--- src/rtl/rtc_bus_pkg.sv ---
// rtc_bus_pkg: shared FSM states, strobe levels, RTC register map and phase-length defaults
package rtc_bus_pkg;
    typedef enum logic [2:0] {S_IDLE, S_ADDR, S_GAP, S_STRB, S_HOLD, S_REC} state_t;
    localparam logic STRB_OFF = 1'b1;
    localparam logic [7:0] RTC_SEG = 8'h21;
    localparam logic [7:0] RTC_MIN = 8'h22;
    localparam logic [7:0] RTC_HORA = 8'h23;
    localparam logic [7:0] RTC_CMD = 8'hF0;
    localparam int T_ADDR_DEF = 2;
    localparam int T_GAP_DEF = 1;
    localparam int T_STRB_DEF = 3;
    localparam int T_HOLD_DEF = 1;
    localparam int T_REC_DEF = 2;
endpackage

--- src/rtl/rtc_phase_timer.sv ---
// rtc_phase_timer: loadable down-counter that holds at zero and flags it
module rtc_phase_timer #(
    parameter int W = 8
) (
    input  logic         clk,
    input  logic         reset,
    input  logic         load,
    input  logic [W-1:0] load_val,
    output logic [W-1:0] cnt,
    output logic         zero
);
    assign zero = cnt == '0;
    // reload on phase entry, otherwise count down and stick at zero
    always_ff @(posedge clk)
        if (reset) cnt <= '0;
        else if (load) cnt <= load_val;
        else if (!zero) cnt <= cnt - 1'b1;
endmodule

--- src/rtl/rtc_bus_cycle.sv ---
// rtc_bus_cycle: one timed multiplexed-bus cycle on the RTC chip; reads enabled by RTC_BUS_READ_EN
module rtc_bus_cycle
    import rtc_bus_pkg::*;
#(
    parameter int T_ADDR = T_ADDR_DEF,
    parameter int T_GAP = T_GAP_DEF,
    parameter int T_STRB = T_STRB_DEF,
    parameter int T_HOLD = T_HOLD_DEF,
    parameter int T_REC = T_REC_DEF
) (
    input  logic       clk,
    input  logic       reset,
    input  logic       start,
    input  logic       rw,
    input  logic [7:0] addr,
    input  logic [7:0] wdata,
    output logic       busy,
    output logic       done,
    output logic [7:0] rdata,
    output logic [7:0] ad_out,
    output logic       ad_oe,
    input  logic [7:0] ad_in,
    output logic       cs_n,
    output logic       rd_n,
    output logic       wr_n,
    output logic       ad_n
);
    state_t state, nxt;
    logic load, zero, rd;
    logic [7:0] cnt, load_val, addr_q, wdata_q, addr_v, wdata_v;

    rtc_phase_timer #(.W(8)) u_timer (
        .clk(clk),
        .reset(reset),
        .load(load),
        .load_val(load_val),
        .cnt(cnt),
        .zero(zero)
    );

    // phase sequencing; the capture cycle uses the live inputs so outputs can be registered
    always_comb begin
        nxt = state == S_IDLE ? (start ? S_ADDR : S_IDLE) : !zero ? state :
              state == S_REC ? S_IDLE : state_t'(state + 3'd1);
        load = nxt != state;
        load_val = 8'((nxt == S_ADDR ? T_ADDR : nxt == S_GAP ? T_GAP : nxt == S_STRB ? T_STRB :
                       nxt == S_HOLD ? T_HOLD : T_REC) - 1);
        addr_v = state == S_IDLE ? addr : addr_q;
        wdata_v = state == S_IDLE ? wdata : wdata_q;
    end

    // FSM state, captured request and all strobe outputs decoded from the next state
    always_ff @(posedge clk) begin
        if (reset) begin
            state <= S_IDLE;
            addr_q <= '0;
            wdata_q <= '0;
            cs_n <= STRB_OFF;
            wr_n <= STRB_OFF;
            ad_n <= STRB_OFF;
            ad_oe <= 1'b0;
            ad_out <= '0;
            busy <= 1'b0;
            done <= 1'b0;
        end else begin
            state <= nxt;
            if (state == S_IDLE && start) begin
                addr_q <= addr;
                wdata_q <= wdata;
            end
            cs_n <= nxt == S_IDLE || nxt == S_REC;
            ad_n <= nxt != S_ADDR;
            wr_n <= !(nxt == S_STRB && !rd);
            ad_oe <= nxt == S_ADDR || ((nxt == S_STRB || nxt == S_HOLD) && !rd);
            ad_out <= nxt == S_ADDR ? addr_v : ((nxt == S_STRB || nxt == S_HOLD) && !rd) ? wdata_v : 8'h00;
            busy <= nxt != S_IDLE;
            done <= nxt == S_REC && (load ? T_REC == 1 : cnt == 8'd1);
        end
    end

`ifdef RTC_BUS_READ_EN
    logic rw_q;
    assign rd = state == S_IDLE ? rw : rw_q;
    // read direction, read strobe and bus sample on the final strobe cycle
    always_ff @(posedge clk) begin
        if (reset) begin
            rw_q <= 1'b0;
            rd_n <= STRB_OFF;
            rdata <= '0;
        end else begin
            if (state == S_IDLE && start) rw_q <= rw;
            rd_n <= !(nxt == S_STRB && rd);
            rdata <= nxt == S_IDLE ? 8'h00 : (state == S_STRB && zero && rd) ? ad_in : rdata;
        end
    end
`else
    logic unused_rd;
    assign unused_rd = ^{rw, ad_in};
    assign rd = 1'b0;
    assign rd_n = STRB_OFF;
    assign rdata = '0;
`endif
endmodule
--- config.mk ---
export PLATFORM = sky130hd
export DESIGN_NAME = rtc_bus_cycle
export DESIGN_NICKNAME = d
export VERILOG_FILES = /design/src/rtl/rtc_bus_pkg.sv /design/src/rtl/rtc_phase_timer.sv /design/src/rtl/rtc_bus_cycle.sv
export SDC_FILE = /design/constraint.sdc
export NUM_CORES = 1
export LEC_CHECK = 0
export CORE_ASPECT_RATIO = 0.9
export CORE_UTILIZATION = 45
export CTS_BUF_LIST = sky130_fd_sc_hd__clkbuf_2 sky130_fd_sc_hd__clkbuf_4 sky130_fd_sc_hd__clkbuf_8
export CTS_CLUSTER_SIZE = 10
export DETAILED_ROUTE_END_ITERATION = 10
export HOLD_SLACK_MARGIN = 0.08
export PLACE_DENSITY = 0.78
export SLEW_MARGIN = 10
export SYNTH_ARGS = -nofsm -noshare
export SYNTH_HDL_FRONTEND = slang
export SYNTH_SLANG_ARGS = --single-unit
--- constraint.sdc ---
create_clock -name clk -period 3.85 [get_ports clk]
set_clock_uncertainty 0.15 [all_clocks]
set_input_delay 0.5775 -clock clk [delete_from_list [all_inputs] [get_ports clk]]
set_output_delay 0.5775 -clock clk [all_outputs]
set_load 0.05 [all_outputs]
==> flow_summary.json, run 1 <==
{
  "status": "completed",
  "n_antenna_cell": 0,
  "clk_latency_ns": 0.30,
  "cpMaxStageDelayCell": "or3b_2",
  "synth_area_mm2": 0.002012,
  "finalHoldViolations": 0,
  "max_stage_delay_ns": 0.55,
  "port_buffers": 32,
  "post_cts_buffers": 0,
  "gr-total-overflow": 0,
  "cts_num_sinks": 41,
  "slew_headroom": 0.3999,
  "vias_per_cell": 5.401,
  "worst_path_most_repeated_cell": "ha_1",
  "min_period_over_period": 0.6849,
  "grt_pass1_wl_um": 7458,
  "avgRoutedWirePerCell_um": 13.48,
  "rsz0062_at_grt": "false",
  "period_minus_slack_ns": 2.637,
  "worstSetupPathType": "flop to flop",
  "fin_hold_ws_ns": 0.3038,
  "ys_async_sr_fraction": 0,
  "ys.flop_type": "dfxtp_1",
  "initial_utilization": 0.4809,
  "grt_max_degree": 19,
  "rr_worst_depth": 8,
  "p_leak_nw": 0.9719,
  "ctsHoldBuffers": 0,
  "critPathRequiredTime_ns": 3.93,
  "ctsResizeCount": 0,
  "final_nets": 289,
  "gp_congestion": 0.8836,
  "most-common-layout-cells": "44 x nand2_1, 41 x dfxtp_1, 32 x clkdlybuf4s50_1",
  "routed-via-count": 1712,
  "crit_fanout": 7,
  "drive_gt1_frac": 0.07782,
  "max_freq_ghz": 0.3792,
  "drc_errors": 0,
  "hold_depth": 2,
  "synth_top_area_frac": 0.4080,
  "num_rows": 22,
  "fp.dieH_um": 65.44,
  "drv_cap": 0,
  "routed_wl_um": 4272,
  "postLayoutCellArea_mm2": 0.002416,
  "cp-start-kind": "flop",
  "cts_tree": "built",
  "worstMarginPinSlew_ns": 0.8992,
  "setup_tns_ns": 0,
  "slew_violations": 0,
  "max-clock-path-buffers": 2,
  "path_cells": "inv_1, ha_1, or3b_2, o21ai_0, o22a_1, ha_1, or2_0, a21oi_2",
  "ys_seq_elements": 41,
  "numCtsBuffers": 5,
  "core_area_mm2": 0.004184,
  "irDropWorstVdd_uv": 332.9,
  "grt_pass1_vias": 1651,
  "drt_first_pass_iters": 4,
  "ys_seq_area_frac": 0.4080,
  "ys_warn_count": 0,
  "ant_nets": 0,
  "die_area_mm2": 0.004743,
  "synth_edf_count": 0,
  "area_delta_synth_final_pct": 20.09,
  "synth.area.top_cells": "dfxtp_1 41%, mux2i_1 9.0%, nand2_1 8.2%",
  "htreeDepth": 2,
  "syn_inst": 232,
  "crit_path_end_kind": "flop",
  "cp.arrival_ns": 2.72,
  "setup_viol_count_final": 0,
  "syn_area_per_cell_um2": 8.672,
  "synth_largest_area_cell": "dfxtp_1",
  "drt_iter0_drc": 171,
  "placed_cell_area_mm2": 0.002312,
  "cts-root-buf": "clkbuf_8",
  "clk_pin_slew_worst_paths_ns": 0.07,
  "mostFrequentLayoutCell": "nand2_1",
  "grt_antenna_before_repair": 0,
  "hold_class": "flop to flop",
  "dp_hpwl_um": 2954,
  "ys_types": 46,
  "pin_count": 51,
  "die_x_um": 72.48,
  "power_density_mw_per_mm2": 757.7,
  "grt_usage": 0.2061
}
==> layer usage <==
metal,share of wire,wire length (µm),track usage,vias up
li1,-,-,-,850
met1,0.48,2035,0.2705,795
met2,0.44,1891,0.3026,58
met3,0.059,252,0.04448,9
met4,0.022,92,0.1373,0
met5,0,0,0,-
==> stage by stage <==
step,total power [W],util,std cells,worst slack [ns]
after floorplan,0.001311,-,239,1.514
after global placement,0.001472,0.5526,310,1.117
after detailed placement,0.001494,0.5526,310,1.099
after CTS,0.001831,0.5775,317,1.236
after global routing,0.001956,0.5775,317,1.015
final,0.001831,0.5775,317,1.213
==> sequential cells by signal, summed over array words and instances (netlist names) <==
register,flops
addr_q,8
ad_n,1
cs_n,1
ad_oe,1
ad_out,8
done,1
state,3
u_timer.cnt,8
wdata_q,8
busy,1
wr_n,1
==> power breakdown <==
part	internal, W	total [W]	switching (W)
Sequential	0.000518	0.000614	0.0000967
Combinational	0.000353	0.000882	0.000529
Clock	0.000188	0.000334	0.000146
Total	0.00106	0.00183	0.000772
==> cell families (layout without fill, tap and decap cells) <==
group | after synthesis | after routing | synth area share
and+or+nand+nor | 79 | 79 | 0.1909
AOI/OAI and AO/OA | 55 | 55 | 0.1835
DFF | 41 | 41 | 0.4080
buffers and inverters | 29 | 47 | 0.08146
muxes | 18 | 18 | 0.08955
other | 2 | 9 | 0.003733
xor gates and xnor gates | 3 | 3 | 0.01306
adders and majority gates | 5 | 5 | 0.02985
==> area by class of cell <==
cell class	count	area, µm²
fill	386	1768
sequential	41	820.8
timing repair buffer	34	335.3
tap	60	75.07
multi-input combinational	169	1059
clock buffer	5	68.82
clock inverter	2	35.03
inverter	6	22.52
==> Yosys cell counts (3+ instances only) <==
| cell | n |
|---|---|
| nand2_1 | 44 |
| dfxtp_1 | 41 |
| a21oi_1 | 25 |
| mux2i_1 | 18 |
| buf_4 | 9 |
| nor2_1 | 8 |
| o22ai_1 | 8 |
| inv_1 | 6 |
| nor4_1 | 6 |
| buf_2 | 5 |
| clkbuf_1 | 5 |
| nand3_1 | 5 |
| o21ai_0 | 5 |
| ha_1 | 4 |
| xor2_1 | 3 |
==> worst max-delay path: cells and delay by family (launching register included) <==
| kind | cells | cell delay (ns) |
|---|---|---|
| simple gates | 2 | 0.79 |
| fa+ha+maj | 2 | 0.49 |
| flops | 1 | 0.38 |
| buf+inv | 1 | 0.13 |
| compound gates | 3 | 0.64 |
==> worst paths after layout <==
| path | from | to | slack (ns) |
|---|---|---|---|
| setup / recovery | u_timer.cnt[0] | u_timer.cnt[1] | 1.21 |
| setup reg to reg | u_timer.cnt[0] | u_timer.cnt[1] | 1.21 |
| hold / removal | wdata_q[1] | wdata_q[1] | 0.30 |
| hold reg to reg | wdata_q[1] | wdata_q[1] | 0.30 |
(Power assumes the default switching activity.)
==> inputs of run 2 (changes only) <==
PLACE_DENSITY = 0.81   (was 0.78)
clock period = 2.2 ns   (was 3.85 ns; I/O delays follow)
==> flow_summary.json, run 2 (synthesized netlist as in run 1, its figures left out) <==
{
  "status": "completed",
  "min_period_over_period": 0.9555,
  "grt_usage": 0.2044,
  "rrSetupSlack_ns": 0.1,
  "cts-root-buf": "clkbuf_8",
  "place_ws_ns": -0.00007794,
  "vias_per_cell": 5.267,
  "area_delta_synth_final_pct": 28.23,
  "ctsHoldBuffers": 0,
  "worstSetupPathType": "flop to flop",
  "slew_headroom": 0.6266,
  "clk_latency_ns": 0.30,
  "grt_util_met1": 0.2629,
  "numCtsBuffers": 5,
  "critPathRequiredTime_ns": 2.29,
  "final_nets": 308,
  "setup_viol_count_final": 0,
  "top_usage_layer": "met2",
  "avgRoutedWirePerCell_um": 13.17,
  "most-common-layout-cells": "44 x nand2_1, 40 x dfxtp_1, 32 x clkdlybuf4s50_1",
  "routed_wl_um": 4437,
  "hold_class": "flop to flop",
  "slew_violations": 0,
  "use_met2": 0.3236,
  "finalHoldViolations": 0,
  "setup_tns_ns": 0,
  "drv_cap": 0,
  "die_x_um": 72.48,
  "drt_iter0_drc": 68,
  "startpoint": "u_timer.cnt[1]",
  "pin_count": 51,
  "worstMarginPinSlew_ns": 0.5583,
  "holdCritStartpoint": "addr_q[4]",
  "timing.rr.start": "u_timer.cnt[1]",
  "max_freq_ghz": 0.4757,
  "crit_path_end_kind": "flop",
  "gr-total-overflow": 0,
  "timing.rr.end": "u_timer.cnt[1]",
  "cp.arrival_ns": 2.20,
  "htreeDepth": 2,
  "crit_fanout": 5,
  "grt_use_met3": 0.03834,
  "fin_ws_ns": 0.09789,
  "grt_pass1_vias": 1609,
  "die_area_mm2": 0.004743,
  "grt_pass1_wl_um": 7265,
  "rsz0062_at_grt": "false",
  "cts_num_sinks": 41,
  "core_area_mm2": 0.004184,
  "mostFrequentLayoutCell": "nand2_1",
  "grt_antenna_before_repair": 0,
  "period_minus_slack_ns": 2.102,
  "dp_hpwl_um": 3114,
  "drt_first_pass_iters": 4,
  "ant_nets": 0,
  "num_rows": 22,
  "clk_pin_slew_worst_paths_ns": 0.08,
  "rr_worst_depth": 8,
  "initial_utilization": 0.4809,
  "max-clock-path-buffers": 2,
  "drive_gt1_frac": 0.1661,
  "power_w": 0.003400,
  "n_antenna_cell": 0,
  "p_leak_nw": 1.059,
  "drc_errors": 0,
  "hold_depth": 2,
  "fp.dieH_um": 65.44,
  "irDropWorstVdd_uv": 565.5,
  "hold_end": "addr_q[4]",
  "cts_tree": "built",
  "port_buffers": 32,
  "cp-start-kind": "flop",
  "routed-via-count": 1775,
  "gp_congestion": 0.8369,
  "grt_max_degree": 21,
  "power_density_mw_per_mm2": 1318
}
[run 2: timing repair]
| item | in CTS | in global routing |
|---|---|---|
| buffers inserted | 0 | 0 |
| setup endpoints to repair | 0 | 14 |
| resized for setup | 0 | 7 |
[run 2: layout make-up]
type                       instances  area [µm²]
fill                             370        1604
multi-input combinational        169        1096
sequential                        41       822.0
tap                               60       75.07
timing repair buffer              53       478.0
clock inverter                     3       17.52
clock buffer                       5       68.82
inverter                           6       22.52
[run 2: where the power goes]
| group | internal [W] | switching, W |
|---|---|---|
| registers | 0.000907 | 0.000126 |
| logic | 0.000855 | 0.00103 |
| clock network | 0.000219 | 0.000263 |
| total | 0.00198 | 0.00142 |
[run 2: through the flow]
step	std cells	hold WS (ns)	instance area [µm²]	util
floorplan	239	0.2857	2044	-
global placement	329	0.2908	2461	0.5882
detailed placement	329	0.2962	2461	0.5882
CTS	337	0.3077	2547	0.6089
global route	337	0.3227	2580	0.6166
finish	337	0.3040	2580	0.6166
[run 2: how the worst max path moves through the flow]
stage / cells after the start / slack (ns) / endpoint
2_1_floorplan: 8 / 0.08 / u_timer.cnt[2]
3_3_place_gp: 6 / 0.03 / u_timer.cnt[3]
3_5_place_dp: 6 / -0.00008 / u_timer.cnt[5]
4_1_cts: 9 / 0.009 / u_timer.cnt[3]
5_1_grt: 8 / 0.003 / u_timer.cnt[1]
6_report: 8 / 0.1 / u_timer.cnt[1]
[run 2: worst max-delay path, cell delays in order, from the launching register on]
cell	delay, ns
dfxtp_1	0.32
inv_1	0.10
ha_4	0.16
or3b_4	0.39
o21ai_4	0.15
o22a_1	0.20
ha_1	0.23
or2_0	0.23
a21oi_2	0.11
[run 2: per-layer routing]
metal | vias up | wire length (µm)
li1 | 894 | -
met1 | 815 | 2010
met2 | 57 | 2084
met3 | 9 | 239
met4 | 0 | 103
met5 | - | 0
==> inputs of run 3 (changes only) <==
ABC_AREA = 1   (was not set)
CTS_CLUSTER_SIZE = not set   (was 10)
PLACE_DENSITY = 0.8   (was 0.81)
==> flow_summary.json, run 3 <==
{
  "status": "completed",
  "worstSetupPathType": "flop to flop",
  "setup_viol_count_final": 0,
  "synth_compound_area_frac": 0.1122,
  "finalHoldViolations": 0,
  "synth_edf_count": 0,
  "power_density_mw_per_mm2": 1587,
  "placed_cell_area_mm2": 0.002547,
  "irDropWorstVdd_uv": 628.8,
  "yosysMostFrequentCell": "nand2_1",
  "gr-total-overflow": 0,
  "worstMarginPinSlew_ns": 0.5059,
  "vias_per_cell": 4.762,
  "area_delta_synth_final_pct": 27.29,
  "period_minus_slack_ns": 2.099,
  "grt_max_degree": 33,
  "fillCellCount": 419,
  "hold_class": "flop to flop",
  "clk_latency_ns": 0.29,
  "cts_num_sinks": 41,
  "max_stage_delay_ns": 0.33,
  "max_freq_ghz": 0.4765,
  "synth_commonest_cells": "86 x nand2_1, 41 x dfxtp_1, 25 x nand3_1",
  "critPathRequiredTime_ns": 2.24,
  "power_frac_comb": 0.629,
  "die_area_mm2": 0.005038,
  "synth_largest_area_cell": "dfxtp_1",
  "setup_tns_ns": 0,
  "power_w": 0.004326,
  "timing.rr.start": "u_timer.cnt[1]",
  "max-clock-path-buffers": 2,
  "grt_pass1_vias": 1739,
  "timing.rr.end": "u_timer.cnt[1]",
  "cts_tree": "built",
  "grt_usage": 0.1916,
  "path_delay_family": "simple AND/OR/NAND/NOR gates",
  "cp.arrival_ns": 2.14,
  "grt_antenna_before_repair": 0,
  "net-switching-power_w": 0.002122,
  "synth_simple_gate_area_frac": 0.3437,
  "rrSetupSlack_ns": 0.10,
  "synth_mux_area_frac": 0,
  "ys_async_sr_fraction": 0,
  "port_buffers": 32,
  "synth_top_area_frac": 0.3834,
  "drive_gt1_frac": 0.2092,
  "n_antenna_cell": 0,
  "drv_cap": 0,
  "grt_pass1_wl_um": 7396,
  "p_clk_frac": 0.119,
  "die_x_um": 74.71,
  "p_leak_nw": 1.243,
  "cts-root-buf": "clkbuf_8",
  "synth_top_family_by_area": "simple AND/OR/NAND/NOR gates",
  "ant_nets": 0,
  "ctsHoldBuffers": 0,
  "syn_area_per_cell_um2": 6.996,
  "ys_warn_count": 0,
  "fp.dieH_um": 67.44,
  "ys_types": 32,
  "rr_worst_depth": 17,
  "final_nets": 380,
  "holdCritStartpoint": "addr_q[5]",
  "swShare": 0.4906,
  "p_seq_frac": 0.252,
  "syn_inst": 306,
  "synth-adder-area-share": 0.02338,
  "gp_congestion": 0.8134,
  "path_buf_inv": 5,
  "core_area_mm2": 0.004518,
  "numCtsBuffers": 5,
  "clk_pin_slew_worst_paths_ns": 0.08,
  "dp_hpwl_um": 3244,
  "routed-via-count": 1957,
  "path_cells": "inv_2, ha_4, inv_1, nor2_2, nand2_4, nand2_4, nand2_4, nor2_4, nand2_2, nand2_2, inv_2, ha_2, inv_1, nand3_1, nand3_1, nand2_1, inv_1",
  "crit_fanout": 6,
  "most-common-layout-cells": "82 x nand2_1, 38 x dfxtp_1, 32 x clkdlybuf4s50_1",
  "drc_errors": 0,
  "synth.area.top_cells": "dfxtp_1 38%, nand2_1 15%, nand3_1 5.8%",
  "synth_xor_xnor_area_share": 0.02046,
  "ys_seq_area_frac": 0.3834,
  "cp-start-kind": "flop",
  "ys_seq_elements": 41,
  "avgRoutedWirePerCell_um": 11.28,
  "internal-power_w": 0.002204,
  "slew_violations": 0,
  "num_rows": 23,
  "htreeDepth": 2,
  "hold_end": "addr_q[5]",
  "mostFrequentLayoutCell": "nand2_1",
  "initial_utilization": 0.4738,
  "routed_wl_um": 4638,
  "min_period_over_period": 0.9540,
  "drt_first_pass_iters": 4,
  "dp.cells": 400,
  "cpMaxStageDelayCell": "dfxtp_2",
  "pin_count": 51,
  "fin_cells": 411,
  "drt_iter0_drc": 133,
  "crit_path_end_kind": "flop",
  "ys.flop_type": "dfxtp_1",
  "slew_headroom": 0.6617,
  "postLayoutCellArea_mm2": 0.002725,
  "synth_area_mm2": 0.002141,
  "hold_depth": 2
}
[run 3: worst max path at each step]
stage                endpoint           start  cells past startpoint  slack (ns)
2_1_floorplan  u_timer.cnt[1]  u_timer.cnt[0]                     17        0.08
3_3_place_gp   u_timer.cnt[1]  u_timer.cnt[0]                     17        0.06
3_5_place_dp   u_timer.cnt[1]  u_timer.cnt[0]                     17        0.05
4_1_cts        u_timer.cnt[1]  u_timer.cnt[0]                     17        0.03
5_1_grt        u_timer.cnt[2]  u_timer.cnt[5]                     14       -0.06
6_report       u_timer.cnt[1]  u_timer.cnt[1]                     17        0.10
[run 3: area by class of cell]
cell class / count / area [µm²] / share of cell area
Clock buffer: 6 / 82.58 / 0.03030
Sequential cell: 41 / 824.5 / 0.3026
Tap cell: 62 / 77.57 / 0.02847
Multi-Input combinational cell: 219 / 1159 / 0.4252
Timing Repair Buffer: 48 / 440.4 / 0.1616
Inverter: 33 / 127.6 / 0.04683
Clock inverter: 2 / 13.76 / 0.005051
[run 3: worst reg2reg max path, delay by kind of cell, from the launching register on]
kind,cells,cell delay [ns]
and+or+nand+nor,10,0.88
adders and majority gates,2,0.43
buffers and inverters,5,0.21
DFF,1,0.33
[run 3: power by group through the flow]
stage	logic, W	registers [W]	clock network, W
floorplan	0.00173	0.00127	0
global placement	0.00246	0.00109	0
detailed placement	0.00250	0.00110	0
CTS	0.00252	0.00108	0.000521
global route	0.00304	0.00112	0.000553
finish	0.00272	0.00109	0.000516
[run 3: cells by family after synthesis]
kind of cell,count (synthesis)
and+or+nand+nor,156
buffers and inverters,53
AOI/OAI and AO/OA,45
DFF,41
xor gates and xnor gates,5
adders and majority gates,4
other,2
[run 3: repair_timing]
item                       4_1_cts  5_1_grt
gates resized for setup          0       21
setup endpoints to repair        0        6
setup buffers                    0        3
[run 3: per-stage QoR]
stage	worst slack [ns]	hold WS (ns)	util
finish	0.1013	0.3002	0.6032
floorplan	0.08285	0.2491	-
global placement	0.05852	0.2824	0.5638
detailed placement	0.04859	0.2912	0.5638
CTS	0.03207	0.3036	0.5852
global route	-0.05714	0.3252	0.6032
[run 3: metal layers]
layer / up-vias / GRT usage / wire [µm]
li1: 1034 / - / -
met1: 861 / 0.2609 / 2147
met2: 56 / 0.3063 / 2168
met3: 6 / 0.03284 / 273
met4: 0 / 0.06368 / 49
met5: - / 0 / 0
